## src/rtl/hbridge_pkg.sv

```systemverilog
// Shared types and gate encodings for the speaker H-bridge driver.
// Gate vectors are packed as {hiA, loA, hiB, loB}.
package hbridge_pkg;

    typedef enum logic [2:0] {
        ST_OFF   = 3'd0,
        ST_DEAD  = 3'd1,
        ST_FWD   = 3'd2,
        ST_REV   = 3'd3,
        ST_BRAKE = 3'd4
    } bridge_state_t;

    localparam logic [3:0] GATES_OFF   = 4'b0000;
    localparam logic [3:0] GATES_FWD   = 4'b1001;
    localparam logic [3:0] GATES_REV   = 4'b0110;
    localparam logic [3:0] GATES_BRAKE = 4'b0101;

    function automatic logic [3:0] gates_of(input bridge_state_t st);
        case (st)
            ST_FWD:   return GATES_FWD;
            ST_REV:   return GATES_REV;
            ST_BRAKE: return GATES_BRAKE;
            default:  return GATES_OFF;
        endcase
    endfunction

endpackage

```

## src/rtl/hbridge_driver_sync_2ff.sv

```systemverilog
// Two-flop synchronizer for a single asynchronous input.
// Kept generic so other async inputs can share it.
module sync_2ff (
    input  logic i_clk,
    input  logic i_rst_n,
    input  logic i_d,
    output logic o_q
);

    logic r_s1;
    logic r_s2;

    always_ff @(posedge i_clk or negedge i_rst_n) begin
        if (!i_rst_n) begin
            r_s1 <= 1'b0;
            r_s2 <= 1'b0;
        end else begin
            r_s1 <= i_d;
            r_s2 <= r_s1;
        end
    end

    assign o_q = r_s2;

endmodule

```

## src/rtl/hbridge_driver.sv

```systemverilog
// Full H-bridge gate driver: sign + PWM carrier to four gate drives,
// with enforced all-off dead time and a latched over-current fault.
//
//   state | meaning
//   OFF   | bridge disabled or faulted, all gates off
//   DEAD  | all gates off while the dead-time counter runs out
//   FWD   | hiA + loB on
//   REV   | hiB + loA on
//   BRAKE | loA + loB on, low-side freewheel
module hbridge_driver
    import hbridge_pkg::*;
#(
    parameter int DEADTIME = 8,
    parameter int CNT_W    = 8
) (
    input  logic clk,
    input  logic reset,
    input  logic enable,
    input  logic sign,
    input  logic waveOut,
    input  logic fault,
    input  logic clearFault,
    output logic hiA,
    output logic loA,
    output logic hiB,
    output logic loB,
    output logic faulted
);

    localparam logic [CNT_W-1:0] DT_LOAD = CNT_W'(DEADTIME - 1);

    generate
        if (DEADTIME < 1 || DEADTIME > (1 << CNT_W) - 1) begin : g_bad_deadtime
            $error("hbridge_driver: DEADTIME must lie in 1..2^CNT_W-1");
        end
    endgenerate

    bridge_state_t    r_state;
    bridge_state_t    w_next;
    bridge_state_t    w_target;
    logic [CNT_W-1:0] r_cnt;
    logic [CNT_W-1:0] w_cnt_next;
    logic [3:0]       r_gates;
    logic             r_faulted;
    logic             w_fsync2;

    sync_2ff u_fault_sync (
        .i_clk   (clk),
        .i_rst_n (reset),
        .i_d     (fault),
        .o_q     (w_fsync2)
    );

    always_comb begin
        w_target = ST_OFF;
        if (!(r_faulted || w_fsync2 || !enable)) begin
            if (waveOut) w_target = sign ? ST_REV : ST_FWD;
            else         w_target = ST_BRAKE;
        end
    end

    // Turn-off bypasses the dead time; every turn-on goes through DEAD.
    always_comb begin
        w_next     = r_state;
        w_cnt_next = r_cnt;
        if (w_target == ST_OFF) begin
            w_next     = ST_OFF;
            w_cnt_next = '0;
        end else if (r_state == ST_DEAD) begin
            if (r_cnt == '0) w_next = w_target;
            else             w_cnt_next = r_cnt - CNT_W'(1);
        end else if (r_state != w_target) begin
            w_next     = ST_DEAD;
            w_cnt_next = DT_LOAD;
        end
    end

    always_ff @(posedge clk or negedge reset) begin
        if (!reset) begin
            r_state <= ST_OFF;
            r_cnt   <= '0;
            r_gates <= GATES_OFF;
        end else begin
            r_state <= w_next;
            r_cnt   <= w_cnt_next;
            r_gates <= gates_of(w_next);
        end
    end

    always_ff @(posedge clk or negedge reset) begin
        if (!reset)        r_faulted <= 1'b0;
        else if (w_fsync2) r_faulted <= 1'b1;
        else if (clearFault) r_faulted <= 1'b0;
    end

    assign {hiA, loA, hiB, loB} = r_gates;
    assign faulted = r_faulted;

`ifndef SYNTHESIS
    a_no_shoot_a: assert property (@(posedge clk) disable iff (!reset) !(hiA && loA))
        else $error("hbridge_driver: shoot-through on leg A");
    a_no_shoot_b: assert property (@(posedge clk) disable iff (!reset) !(hiB && loB))
        else $error("hbridge_driver: shoot-through on leg B");
`endif

endmodule

```

## config.mk

```make
export PLATFORM = sky130hd
export DESIGN_NAME = hbridge_driver
export DESIGN_NICKNAME = d
export VERILOG_FILES = /design/src/rtl/hbridge_pkg.sv /design/src/rtl/hbridge_driver_sync_2ff.sv /design/src/rtl/hbridge_driver.sv
export SDC_FILE = /design/constraint.sdc
export NUM_CORES = 1
export LEC_CHECK = 0
export CORE_ASPECT_RATIO = 0.6
export CORE_MARGIN = 5
export CORE_UTILIZATION = 33
export CTS_CLUSTER_DIAMETER = 30
export DETAILED_ROUTE_END_ITERATION = 7
export REMOVE_ABC_BUFFERS = 1
export SYNTH_ARGS = -nofsm -noshare
export SYNTH_HDL_FRONTEND = slang
export SYNTH_SLANG_ARGS = --single-unit
```

## constraint.sdc

```tcl
create_clock -name clk -period 2.05 [get_ports clk]
set_input_delay 0.205 -clock clk [delete_from_list [all_inputs] [get_ports clk]]
set_output_delay 0.205 -clock clk [all_outputs]
set_load 0.01 [all_outputs]
```

Yosys cells after proc, flatten, opt, wreduce, memory -nomap -nowiden
Cells that the tools add are included.
Storage, ports and cells
  bits in registers: 18
  ROM bits: 0
  logic and storage cells: 35
  memories kept: 0
  output and inout bits: 5
  RAM bits: 0
  bits of input ports: 7
  bits in latches: 0
Cells by class
  bitwise gates (word level): 0
  shift-type cells: 0
  multiply operators: 0
  divide/modulo/power cells: 0
  multiplexer cells: 14
  equality and inequality tests: 6
  order comparisons: 0
  reduce and logical (&&, ||, !) cells: 8
  add/subtract/negate cells: 1
Operators with widths (number)
  8-bit 2-to-1 mux: 4
  3-bit 2-to-1 mux: 6
  4-bit case mux with 3 select lines: 1
  8-bit logical NOT: 1
  8-bit by 1-bit subtractor with 8-bit output (second input constant): 1
  3-bit by 2-bit == test with 1-bit output (second input constant): 2
  3-bit by 1-bit == test with 1-bit output (second input constant): 1
  3-bit == test (second input constant): 1
  3-bit logical NOT: 1
  1-bit 2-to-1 mux: 3
  3-bit inequality test: 1
  3-bit inequality test (second input constant): 1
  3-bit nonzero test: 1
  1-bit logical OR: 2
  2-bit AND reduction: 1
  2-bit nonzero test: 1
  1-bit logical NOT: 1

Longest topological paths before layout
Gate-level depths: netlist (run 1).
  word-level depth: 9
  gate-level depth with buffers: 7
  depth with buffers taken out: 7

Cells and area by module
From an unflattened synthesis (run 1), not the netlist that was laid out.
Unflattened totals
  cells, all modules: 86
  area, all modules: 938.4 µm²
Modules (own cells, without submodules)
  hbridge_driver: area each 888.4 µm², times used 1, cells an instance 84, seq. area each 400.4 µm²
  sync_2ff: area each 50.0 µm², times used 1, cells an instance 2, seq. area each 50.0 µm²

Worst setup path after synthesis (run 1)
Ideal clock, no wire load.
  path kind: reg2reg
  start point: reg r_cnt[0]
  end point: reg r_cnt[6]
  arrival time: 1.478 ns
  slack: 0.449 ns
  data required time: 1.926 ns
  library setup time: 0.124 ns
  path buffers: 0
  clock period less this slack: 1.601 ns
  cell stages (with the launch flop): 8
  path through: dfrtp_1 -> inv_1 -> ha_1 -> nor3b_1 -> and3_4 -> o31ai_4 -> nand4b_1 -> mux2i_1
Between the ends
  longest elaborated chain between the ends: 4
  elaborated cells on any way between the ends: 7
  those cells by class: 1 x add/sub; 1 x eq/ne; 3 x mux; 2 x reduce/logical
RTL lines
  from (decl): RTL line hbridge_driver.sv:41  | logic [CNT_W-1:0] r_cnt;
  from (signal assigned): RTL line hbridge_driver.sv:85  | r_cnt <= w_cnt_next;
  8-bit by 1-bit subtractor with 8-bit output: RTL line hbridge_driver.sv:71  | else w_cnt_next = r_cnt - CNT_W'(1);
  8-bit 2-to-1 mux: RTL line hbridge_driver.sv:70  | if (r_cnt == '0) w_next = w_target;
  8-bit 2-to-1 mux: RTL line hbridge_driver.sv:69  | end else if (r_state == ST_DEAD) begin
  8-bit 2-to-1 mux: RTL line hbridge_driver.sv:66  | if (w_target == ST_OFF) begin
Several ways; a longest one is shown, not always the timed one. The select of a mux whose other input is x is not followed.
A chain may end at the register's enable or synchronous reset.

Worst setup path in the final report (run 1)
  start point: reg r_cnt[0]
  end point: reg r_cnt[7]
Same word-level chain as after synthesis.

==> results of run 1 <==
metal layers:
layer,track usage,wire (um)
met1,0.155,1000
met2,0.161,771
met3,0.0467,114
met4,0.0337,13
met5,0,0
registers in the layout, summed over array words and instances (netlist names):
| signal | count |
|---|---|
| faulted | 1 |
| r_state | 3 |
| r_cnt | 8 |
| u_fault_sync.o_q | 1 |
| r_gates | 4 |
| u_fault_sync.r_s1 | 1 |
report_power, final:
part	leakage, nW	internal [mW]	switching (mW)
Clock	0.0288	0.171	0.118
Sequential	0.242	0.362	0.00716
Combinational	0.274	0.0375	0.0376
cell type report:
class                   instances  share of cell area
flip-flops and latches         18               0.367
inverters                       6              0.0183
multi-input cells              67               0.407
clock buffers                   4              0.0449
repair buffers                 16               0.120
well taps                      42              0.0428
how the worst max path moves through the flow:
stage / start / end / cells past startpoint / slack, ns
floorplan: r_cnt[0] / r_cnt[6] / 7 / 0.45
global placement: waveOut / r_cnt[6] / 6 / 0.25
detailed placement: waveOut / r_cnt[0] / 6 / 0.19
CTS: r_cnt[0] / r_cnt[7] / 7 / 0.25
global route: r_cnt[0] / r_cnt[2] / 7 / 0.08
finish: r_cnt[0] / r_cnt[7] / 7 / 0.24
per-stage QoR:
stage	cell area [um2]	total power, mW	util	worst slack [ns]	cells
CTS	1230	0.746	0.430	0.253	153
floorplan	972	0.412	-	0.449	91
finish	1230	0.734	0.430	0.245	153
global placement	1170	0.450	0.411	0.252	149
detailed placement	1170	0.451	0.411	0.187	149
global route	1230	0.777	0.430	0.0766	153
worst max-delay path, cell delays in order (launching register included):
cell     delay, ns
dfrtp_1       0.40
inv_1         0.08
ha_1          0.21
nor3b_1       0.15
and3_4        0.21
o31ai_4       0.33
nand3_1       0.16
mux2i_1       0.14
logic make-up after synthesis:
kind of cell               count (synthesis)  synth area share
buffers and inverters                      7            0.0282
AOI/OAI and AO/OA                         14             0.138
muxes                                      5            0.0512
DFF                                       18             0.461
and+or+nand+nor                           46             0.296
adders and majority gates                  2            0.0256
cells in the final DEF, fill, tap and decap left out, drive strengths merged, types with 3 or more instances in the layout:
| cell | count |
|---|---|
| clkdlybuf4s50 | 11 |
| nor3 | 4 |
| dfrtp | 18 |
| nand3 | 3 |
| nor3b | 4 |
| nand2b | 5 |
| nor2 | 8 |
| a21oi | 3 |
| o21ai | 3 |
| nand2 | 11 |
| inv | 6 |
| buf | 5 |
| mux2i | 5 |
| clkbuf | 4 |
==> summary.txt, run 1 <==
status - complete, no violations
P_leak - 0.545 nW
first-pass GRT wire length - 3500 um
Yosys top cell by area - dfrtp_1
DR vias - 722
worst relative slew slack - 0.728
Worst Hold Slack - 0.277 ns
Commonest cells post-synth - dfrtp_1, nand2_1, nor2_1
# IOs - 12
PostCTS Resize Cnt - 0
kind of critical path - reg -> reg
max-cap check violation count - 0
post-synth top area share - 0.461
H-tree Lvls - 1
most frequent cell after synthesis - dfrtp_1
PortBufs - 11
GRT Total Usage - 0.113
initial antenna violation count - 0
worst-margin pin slew - 0.404 ns
share of flip-flops with an asynchronous set or reset - 1.00
vias per cell - 4.72
worst-skew pair later-pin latency - 0.25 ns
layout cell share with drive strength beyond 1 - 0.180
root buffer cell - clkbuf_8
final setup vio count - 0
Synth area leaders - dfrtp_1, mux2i_1, nand2_1
Power per Cell Area - 598 nW/um2
dpl hpwl - 1500 um
Crit. End Element - flip-flop
Post-Route WL - 1900 um
reg2reg path depth - 7
Die ar. - 4190 um2
final hold violation count - 0
hold buffer count at cts - 0
Mean Syn Cell Area - 10.6 um2
Num CTS Buffers - 3
Worst Skew - 0.00558 ns
Mapped Cells - 92
unrepaired setup endpoints after global routing - false
core region area - 2850 um2
Site Rows - 15
Max clock buf depth - 2
YS warnings - 0
initial core utilization - 0.343
Die H - 52.2 um
die width - 80.3 um
CP Max Fanout - 5
post-route ant nets - 0
fin crit period - 1.81 ns
mean routed wirelength per cell - 12.4 um
sequential cell area - 450 um2
Final Cycle Share - 0.881
area grow syn2layout - 25.6%
Remaining DRCs - 0
Critical Path RT - 2.19 ns
final setup TNS - 0 ns
sequential area share after synthesis - 0.461
signal arrival time at the worst endpoint - 1.94 ns
vias in the first global route - 750
Fmax - 0.554 GHz
largest net degree at the start of global routing - 19
Max Slew Vio Count - 0
Synth cell types - 35
initial drt markers - 30
gpl congestion - 0.776
Setup Buffers After CTS - 0
type of the worst min-delay path - in -> async
Reg2Reg Setup Slack - 0.24 ns
CTS tree - done
Max VDD drop - 315 uV
multi-input logic area - 499 um2
prevailing post-synth register cell - dfrtp_1
gr ovfl total - 0
R2R Path End - r_cnt[7]
Post-synth EDFFs - 0
DRT Pass-1 Iters - 4
Final #Nets - 121
Mapped Area - 977 um2
fill count - 278
post-synthesis register bit count - 18
startpoint types - flip-flop
clk slew on worst S/H paths - 0.07 ns
Ant. Diodes - 0
start of the worst register-to-register path - r_cnt[0]
TritonCTS Sinks - 18
No activity file was read; power rests on OpenSTA's default activity.
==> run 2: changes to the inputs <==
--- a/config.mk
+++ b/config.mk
@@ -5,6 +5,7 @@
 export SDC_FILE = /design/constraint.sdc
 export NUM_CORES = 1
 export LEC_CHECK = 0
+export CAP_MARGIN = 20
 export CORE_ASPECT_RATIO = 0.6
 export CORE_MARGIN = 5
 export CORE_UTILIZATION = 33
==> results of run 2 <==
No change in the layout: final DEF, timing and power equal those of run 1.
==> run 3: changes to the inputs <==
--- a/config.mk
+++ b/config.mk
@@ -5,7 +5,7 @@
 export SDC_FILE = /design/constraint.sdc
 export NUM_CORES = 1
 export LEC_CHECK = 0
-export CAP_MARGIN = 20
+export CAP_MARGIN = 25
 export CORE_ASPECT_RATIO = 0.6
 export CORE_MARGIN = 5
 export CORE_UTILIZATION = 33
==> results of run 3 <==
No change in the layout: final DEF, timing and power equal those of run 1.
